**src/rtl/cpu_pkg.sv**
```systemverilog
// Shared definitions for the multi-cycle CPU control path: states, opcode
// classes, control-line bundle and encodings for alu_op / pc_src.
package cpu_pkg;

   typedef enum logic [2:0] {
      S_START  = 3'd0,
      S_FETCH  = 3'd1,
      S_DECODE = 3'd2,
      S_EXEC   = 3'd3,
      S_MEM    = 3'd4,
      S_WB     = 3'd5,
      S_HALT   = 3'd6
   } state_e;

   typedef enum logic [3:0] {
      OP_RTYPE   = 4'd0,
      OP_ADDI    = 4'd1,
      OP_LW      = 4'd2,
      OP_SW      = 4'd3,
      OP_BEQ     = 4'd4,
      OP_J       = 4'd5,
      OP_NOP     = 4'd6,
      OP_HALT    = 4'd7,
      OP_ILLEGAL = 4'd8
   } op_e;

   localparam logic [1:0] ALU_ADD   = 2'b00;
   localparam logic [1:0] ALU_SUB   = 2'b01;
   localparam logic [1:0] ALU_FUNCT = 2'b10;

   localparam logic [1:0] PC_PLUS1  = 2'b00;
   localparam logic [1:0] PC_BRANCH = 2'b01;
   localparam logic [1:0] PC_JUMP   = 2'b10;

   typedef struct packed {
      logic       pc_write;
      logic       ir_write;
      logic       reg_dst;
      logic       alu_src;
      logic       mem_to_reg;
      logic       reg_write;
      logic       mem_read;
      logic       mem_write;
      logic [1:0] alu_op;
      logic [1:0] pc_src;
      logic       halted;
   } ctrl_t;

   // HALT is the all-ones code of the configured opcode width; legal
   // non-HALT opcodes fit in the low three bits with the rest zero.
   function automatic op_e op_decode(input logic [31:0] opc, input int unsigned w);
      logic [31:0] halt_code;
      halt_code = (32'd1 << w) - 32'd1;
      if (opc == halt_code) return OP_HALT;
      if (opc > 32'd6) return OP_ILLEGAL;
      return op_e'(opc[3:0]);
   endfunction

endpackage

```
**src/rtl/mc_ctrl_decode.sv**
```systemverilog
// Combinational map from FSM state and latched opcode class to the
// DataPath control lines.
module mc_ctrl_decode
   import cpu_pkg::*;
(
   input  state_e state_i,
   input  op_e    op_i,
   input  logic   zero_i,
   input  logic   mem_ready_i,
   output ctrl_t  ctrl_o
);

   always_comb begin
      ctrl_o = '0;
      case (state_i)
         S_FETCH: begin
            ctrl_o.mem_read = 1'b1;
            ctrl_o.pc_src   = PC_PLUS1;
            ctrl_o.ir_write = mem_ready_i;
            ctrl_o.pc_write = mem_ready_i;
         end
         S_EXEC: begin
            case (op_i)
               OP_RTYPE: ctrl_o.alu_op = ALU_FUNCT;
               OP_ADDI, OP_LW, OP_SW: begin
                  ctrl_o.alu_op  = ALU_ADD;
                  ctrl_o.alu_src = 1'b1;
               end
               OP_BEQ: begin
                  ctrl_o.alu_op   = ALU_SUB;
                  ctrl_o.pc_src   = PC_BRANCH;
                  ctrl_o.pc_write = zero_i;
               end
               OP_J: begin
                  ctrl_o.pc_src   = PC_JUMP;
                  ctrl_o.pc_write = 1'b1;
               end
               default: ;
            endcase
         end
         S_MEM: begin
            ctrl_o.alu_src   = 1'b1;
            ctrl_o.alu_op    = ALU_ADD;
            ctrl_o.mem_read  = (op_i == OP_LW);
            ctrl_o.mem_write = (op_i == OP_SW);
         end
         S_WB: begin
            ctrl_o.reg_write  = 1'b1;
            ctrl_o.reg_dst    = (op_i == OP_RTYPE);
            ctrl_o.mem_to_reg = (op_i == OP_LW);
         end
         S_HALT: ctrl_o.halted = 1'b1;
         default: ;
      endcase
   end

endmodule

```
**src/rtl/mc_control_unit.sv**
```systemverilog
// Multi-cycle control unit: state register, opcode latch, retire counter
// and sticky illegal-opcode flag around the control-line decoder.
//
// state  | meaning
// START  | post-reset idle cycle, all controls low
// FETCH  | read instruction, wait for mem_ready
// DECODE | classify opcode, latch it, retire NOP/illegal
// EXEC   | ALU operation, branch/jump resolution
// MEM    | data load/store, wait for mem_ready
// WB     | register file write
// HALT   | stopped until reset
module mc_control_unit #(
   parameter int OPCODE_W = 4,
   parameter int CNT_W    = 16
) (
   input  logic                clk,
   input  logic                rst_n,
   input  logic [OPCODE_W-1:0] opcode_i,
   input  logic                zero_i,
   input  logic                mem_ready_i,
   output logic                pc_write_o,
   output logic                ir_write_o,
   output logic                reg_dst_o,
   output logic                alu_src_o,
   output logic                mem_to_reg_o,
   output logic                reg_write_o,
   output logic                mem_read_o,
   output logic                mem_write_o,
   output logic [1:0]          alu_op_o,
   output logic [1:0]          pc_src_o,
   output logic                halted_o,
   output logic                illegal_op_o,
   output logic [CNT_W-1:0]    instr_count_o
);
   import cpu_pkg::*;

   state_e           state_q, state_d;
   op_e              op_q;
   op_e              op_dec;
   logic             illegal_q;
   logic [CNT_W-1:0] count_q;
   logic             retire;
   logic             illegal_set;
   ctrl_t            ctrl;

   assign op_dec = op_decode(32'(opcode_i), OPCODE_W);

   always_comb begin
      state_d     = state_q;
      retire      = 1'b0;
      illegal_set = 1'b0;
      case (state_q)
         S_START:  state_d = S_FETCH;
         S_FETCH:  if (mem_ready_i) state_d = S_DECODE;
         S_DECODE: begin
            case (op_dec)
               OP_HALT: state_d = S_HALT;
               OP_NOP: begin
                  retire  = 1'b1;
                  state_d = S_FETCH;
               end
               OP_ILLEGAL: begin
                  retire      = 1'b1;
                  illegal_set = 1'b1;
                  state_d     = S_FETCH;
               end
               default: state_d = S_EXEC;
            endcase
         end
         S_EXEC: begin
            case (op_q)
               OP_RTYPE, OP_ADDI: state_d = S_WB;
               OP_LW, OP_SW:      state_d = S_MEM;
               default: begin
                  retire  = 1'b1;
                  state_d = S_FETCH;
               end
            endcase
         end
         S_MEM: begin
            if (mem_ready_i) begin
               if (op_q == OP_LW) begin
                  state_d = S_WB;
               end else begin
                  retire  = 1'b1;
                  state_d = S_FETCH;
               end
            end
         end
         S_WB: begin
            retire  = 1'b1;
            state_d = S_FETCH;
         end
         S_HALT:  state_d = S_HALT;
         default: state_d = S_START;
      endcase
   end

   always_ff @(posedge clk or negedge rst_n) begin
      if (!rst_n) begin
         state_q   <= S_START;
         op_q      <= OP_NOP;
         illegal_q <= 1'b0;
         count_q   <= '0;
      end else begin
         state_q <= state_d;
         if (state_q == S_DECODE) op_q <= op_dec;
         if (illegal_set) illegal_q <= 1'b1;
         if (retire) count_q <= count_q + CNT_W'(1);
      end
   end

   mc_ctrl_decode u_decode (
      .state_i     (state_q),
      .op_i        (op_q),
      .zero_i      (zero_i),
      .mem_ready_i (mem_ready_i),
      .ctrl_o      (ctrl)
   );

   assign pc_write_o    = ctrl.pc_write;
   assign ir_write_o    = ctrl.ir_write;
   assign reg_dst_o     = ctrl.reg_dst;
   assign alu_src_o     = ctrl.alu_src;
   assign mem_to_reg_o  = ctrl.mem_to_reg;
   assign reg_write_o   = ctrl.reg_write;
   assign mem_read_o    = ctrl.mem_read;
   assign mem_write_o   = ctrl.mem_write;
   assign alu_op_o      = ctrl.alu_op;
   assign pc_src_o      = ctrl.pc_src;
   assign halted_o      = ctrl.halted;
   assign illegal_op_o  = illegal_q;
   assign instr_count_o = count_q;

endmodule

```
**config.mk**
```make
export PLATFORM = sky130hd
export DESIGN_NAME = mc_control_unit
export DESIGN_NICKNAME = d
export VERILOG_FILES = /design/src/rtl/cpu_pkg.sv /design/src/rtl/mc_ctrl_decode.sv /design/src/rtl/mc_control_unit.sv
export SDC_FILE = /design/constraint.sdc
export NUM_CORES = 1
export LEC_CHECK = 0
export CAP_MARGIN = 20
export CORE_MARGIN = 3
export CORE_UTILIZATION = 50
export CTS_CLUSTER_DIAMETER = 150
export DETAILED_ROUTE_END_ITERATION = 8
export PLACE_DENSITY = 0.8
export REMOVE_ABC_BUFFERS = 1
export SETUP_SLACK_MARGIN = 0.5
export SLEW_MARGIN = 25
export SYNTH_ARGS = -nofsm -noshare
export SYNTH_HDL_FRONTEND = slang
export SYNTH_SLANG_ARGS = --single-unit
```
**constraint.sdc**
```tcl
create_clock -name clk -period 6.3 [get_ports clk]
set_clock_uncertainty 0.15 [all_clocks]
set_input_delay 1.89 -clock clk [delete_from_list [all_inputs] [get_ports clk]]
set_output_delay 1.89 -clock clk [all_outputs]
set_load 0.005 [all_outputs]
```
==> results of run 1 <==
==> per-layer routing <==
metal	part of all wire	vias up	track usage
li1	-	571	-
met1	0.44	566	0.235
met2	0.51	33	0.342
met3	0.045	4	0.0200
met4	0.012	0	0.0795
met5	0	-	0
==> flip-flops by register name, indices dropped and copies added, names as in the netlist <==
| name | count |
|---|---|
| instr_count_o | 16 |
| state_q | 3 |
| illegal_op_o | 1 |
| op_q | 4 |
==> worst max-delay path, delay by kind of cell <==
kind	cells	cell delay [ns]
buffers and inverters	3	1.12
AND/OR/NAND/NOR	1	0.42
AO/OA/AOI/OAI	1	0.09
==> cell families after synthesis <==
kind of cell    count (synthesis)  synth area share
compound gates                 22             0.110
xor+xnor                       16             0.104
fa+ha+maj                       1           0.00927
buf+inv                        13            0.0491
flops                          24             0.447
mux                             1           0.00834
simple gates                   63             0.272
==> final cells by class <==
| class | count | share of cell area |
|---|---|---|
| tap | 30 | 0.0213 |
| clock inverter | 1 | 0.0170 |
| timing repair buffer | 37 | 0.207 |
| clock buffer | 3 | 0.0128 |
| sequential | 24 | 0.342 |
| multi-input combinational | 103 | 0.386 |
| inverter | 6 | 0.0128 |
==> power breakdown <==
part	total (uW)	internal, uW	switching [uW]
clock network	112	64.4	47.6
registers	291	206	84.9
logic	297	160	137
total	700	430	269
==> path summary, 6_finish.rpt <==
path,cells past startpoint,end,slack [ns]
max,5,pc_write_o,0.73
min,1,instr_count_o[15]$_DFFE_PN0P_,0.33
max reg2reg,4,instr_count_o[1]$_DFFE_PN0P_,3.87
min reg2reg,1,instr_count_o[15]$_DFFE_PN0P_,0.33
max in group asynchronous,1,op_q[1]$_DFFE_PN1P_,4.28
min in group asynchronous,1,instr_count_o[14]$_DFFE_PN0P_,1.36
==> per-stage QoR <==
stage | worst slack [ns] | cell area (sq um) | cells | hold slack, ns
after floorplan | 1.83 | 1310 | 133 | 0.313
after global placement | 0.749 | 1710 | 200 | 0.302
after detailed placement | 0.743 | 1710 | 200 | 0.317
after CTS | 0.735 | 1770 | 204 | 0.337
after global routing | 0.643 | 1760 | 204 | 0.358
final | 0.727 | 1760 | 204 | 0.330
==> cells in the mapped netlist (3+ instances only) <==
library cell,number
dfrtp_1,22
xor2_1,14
nor2_1,10
and3_1,7
nand2_1,7
nor3_1,7
o21ai_0,7
inv_1,6
nand3_1,5
nor4_1,5
a21oi_1,4
nand4_1,4
nor4b_1,4
clkbuf_1,3
==> results.yml, run 1 <==
sta:
  period_needed_ns: 5.57
  worstMarginPinSlew_ns: 0.895
  rsz0062_at_grt: "false"
  slew_headroom: 0.400
  finalSetupTns_ns: 0
  period_share: 0.885
  setup_violations: 0
  slew_viol_final: 0
  finalHoldViolCount: 0
  fmax_mhz: 179
clocking:
  clkSinkCount: 24
  hold_buffers: 0
  clk_pin_slew_ns: 0.14
  clockBufferDepth: 2
  clkLatencyLatePin_ns: 0.32
  cts-buffers-inserted: 3
  post_cts_resized: 0
  cts_tree: "built"
  root_buffer: "clkbuf_4"
  h-tree-depth: 1
  postCtsSetupBuffers: 0
pwr:
  power.density_nw_per_um2: 397
  max-vdd-ir-drop_uv: 311
  p_leak_uw: 0.000740
  p_total_uw: 700
worst_setup_path:
  worst_path_max_delay_cell: "clkdlybuf4s50_1"
  critPathArrivalTime_ns: 3.53
  required_ns: 4.26
  path_cells: "clkdlybuf4s50_1 -> inv_1 -> or4_1 -> o31ai_1 -> clkdlybuf4s50_1"
  worstPathMaxFanout: 3
  crit_start: "mem_ready_i"
  crit_path_start_kind: "input pin"
  cp_common_cell: "clkdlybuf4s50_1"
  r2r_start: "op_q[3]$_DFFE_PN0P_"
  cp_slowest_stage_delay_ns: 0.54
  worstSetupPathType: "in -> out"
  crit_path_end_kind: "output pin"
cells_and_area:
  final_common_cell: "clkdlybuf4s50_1"
  antenna_cells: 0
  layout_common_cells: "36 x clkdlybuf4s50_1, 22 x dfrtp_1, 14 x xor2_1"
  drive_gt1_frac: 0.0747
  final_nets: 184
  area_growth_syn_to_layout_pct: 30.5
  area.sequential_sq_um: 603
  fin_util: 0.698
  multi_input_area_sq_um: 681
  nFillCells: 209
drt:
  drc: 0
  wl_per_cell_um: 14.7
  dr.first_iter.drc_count: 32
  wl_um: 3010
  vias_per_cell: 5.75
  num_vias: 1174
  ant_nets: 0
  drtPass1Iterations: 4
synth:
  synth_edf_count: 0
  ys_ff_latch: 24
  ys_warn_count: 0
  syn-mean-instance-area_sq_um: 9.64
  yosysUniqueCellTypes: 41
  synth_cells: 140
  synth_ff_type: "dfrtp_1"
  synth.top_cell.area_share: 0.408
  async_reset_ff_frac: 1.00
  synth.yosys.seq_area_share: 0.447
  ys_top_cells_by_area: "dfrtp_1 41%, xor2_1 9.1%, dfstp_2 3.9%"
  synth_top_area_cell: "dfrtp_1"
  netlist_area_sq_um: 1350
placed_design:
  hpwlAfterDp_um: 2280
  port_buffers: 37
  gp_congestion: 0.881
global_route:
  grt_max_degree: 25
  antenna_found_initial: 0
  grt_use_total: 0.192
  grt_overflow: 0
  grt_pass1_vias: 1112
  grt_first_pass_wirelength_um: 5070
floorplanning:
  num_rows: 18
  fp.dieW_um: 58.0
  die_area_sq_um: 3360
  initial_core_util: 0.535
  dieHeight_um: 58.0
  ioPinCount: 38
  core_sq_um: 2520
hold_path:
  hold_start: "instr_count_o[15]$_DFFE_PN0P_"
  worstHoldPathType: "reg -> reg"
job:
  maxCapViolCount: 0
run_status:
  status: "complete, no violations"
(Power assumes the default switching activity.)
==> run 2, diff against run 1 <==
- CORE_MARGIN: 3 -> unset
==> results.yml, run 2 (synthesis gave the netlist of run 1 again) <==
cells_and_area:
  final_cells: 204
  largest_reg_flops: 16
  nFillCells: 199
  drive_gt1_frac: 0.0747
  layout_common_cells: "36 x clkdlybuf4s50_1, 22 x dfrtp_1, 14 x xor2_1"
  antenna_cells: 0
  final_common_cell: "clkdlybuf4s50_1"
  area_growth_syn_to_layout_pct: 30.5
  final_nets: 184
worst_setup_path:
  cp_slowest_stage_delay_ns: 0.54
  worstPathMaxFanout: 3
  critPathArrivalTime_ns: 3.53
  required_ns: 4.26
  crit_path_start_kind: "input pin"
  worstSetupPathType: "in -> out"
  worst_path_max_delay_cell: "clkdlybuf4s50_1"
  crit_path_end_kind: "output pin"
  cp_common_cell: "clkdlybuf4s50_1"
  path_cells: "clkdlybuf4s50_1 -> inv_1 -> or4_1 -> o31ai_1 -> clkdlybuf4s50_1"
pwr:
  p_leak_uw: 0.000740
  power.density_nw_per_um2: 394
  max-vdd-ir-drop_uv: 366
drt:
  drtPass1Iterations: 4
  top_layer_used: "met4"
  wl_per_cell_um: 14.2
  wl_um: 2900
  num_vias: 1174
  drc: 0
  ant_nets: 0
  vias_per_cell: 5.75
  dr.first_iter.drc_count: 34
  wl_met2_um: 1440
  wl_met1_um: 1330
  dr_wl_met3_um: 107
sta:
  period_needed_ns: 5.57
  worstMarginPinSlew_ns: 0.940
  fmax_mhz: 180
  finalSetupTns_ns: 0
  period_share: 0.884
  finalHoldViolCount: 0
  rsz0062_at_grt: "false"
  slew_headroom: 0.370
  setup_violations: 0
  slew_viol_final: 0
clocking:
  post_cts_resized: 0
  cts_tree: "built"
  cts-buffers-inserted: 3
  clkLatencyLatePin_ns: 0.32
  clkSinkCount: 24
  hold_buffers: 0
  root_buffer: "clkbuf_4"
  clk_pin_slew_ns: 0.13
  postCtsSetupBuffers: 0
  clockBufferDepth: 2
  h-tree-depth: 1
placed_design:
  gp_congestion: 0.861
  port_buffers: 37
  dp.cells: 200
  hpwlAfterDp_um: 2090
global_route:
  grt_overflow: 0
  grt_pass1_vias: 980
  grt_max_degree: 25
  grt_use_total: 0.213
  grt_first_pass_wirelength_um: 4440
  antenna_found_initial: 0
floorplanning:
  die_area_sq_um: 2910
  core_sq_um: 2520
  initial_core_util: 0.535
  ioPinCount: 38
  dieHeight_um: 54.0
  fp.dieW_um: 54.0
  num_rows: 18
run_status:
  status: "complete, no violations"
job:
  maxCapViolCount: 0
hold_path:
  worstHoldPathType: "reg -> reg"
run 2: cell counts in the layout (fill, tap and decap cells not counted):
No cell type changed its count.
run 2: layout make-up:
type                            count  area, sq um  area share
Multi-Input combinational cell    103          681       0.386
Sequential cell                    24          603       0.342
Timing Repair Buffer               37          365       0.207
Tap cell                           30         37.5      0.0213
Clock inverter                      1         30.0      0.0170
Clock buffer                        3         22.5      0.0128
Inverter                            6         22.5      0.0128
run 2: metal layers:
layer	global-route usage	vias up
li1	-	579
met1	0.286	561
met2	0.346	32
met3	0.0367	2
met4	0.0658	0
met5	0	-
run 2: worst max-delay path: cells and delay by family:
kind	cells	cell delay [ns]
and+or+nand+nor	1	0.43
buffers and inverters	3	1.12
AOI/OAI and AO/OA	1	0.09
run 2: power breakdown:
group	switching (uW)	internal, uW
clock	48.1	64.3
combinational	134	160
sequential	82.6	206
total	264	430
run 2: final timing paths:
kind	from	slack, ns	end	depth (start not counted)
setup / recovery	mem_ready_i	0.73	pc_write_o	5
setup reg to reg	op_q[3]$_DFFE_PN0P_	3.85	instr_count_o[9]$_DFFE_PN0P_	5
min in group asynchronous	rst_n	1.37	instr_count_o[3]$_DFFE_PN0P_	1
max in group asynchronous	rst_n	4.25	op_q[2]$_DFFE_PN1P_	1
hold / removal	instr_count_o[15]$_DFFE_PN0P_	0.33	instr_count_o[15]$_DFFE_PN0P_	1
hold reg to reg	instr_count_o[15]$_DFFE_PN0P_	0.33	instr_count_o[15]$_DFFE_PN0P_	1
run 2: metrics by stage:
stage,setup slack (ns),hold WS (ns),total power [uW],cell area (sq um),utilization
after floorplan,1.83,0.313,436,1310,-
after global placement,0.753,0.303,577,1710,0.680
after detailed placement,0.759,0.307,584,1710,0.678
after CTS,0.731,0.337,696,1760,0.698
after global routing,0.657,0.351,744,1760,0.698
final,0.731,0.326,694,1760,0.698
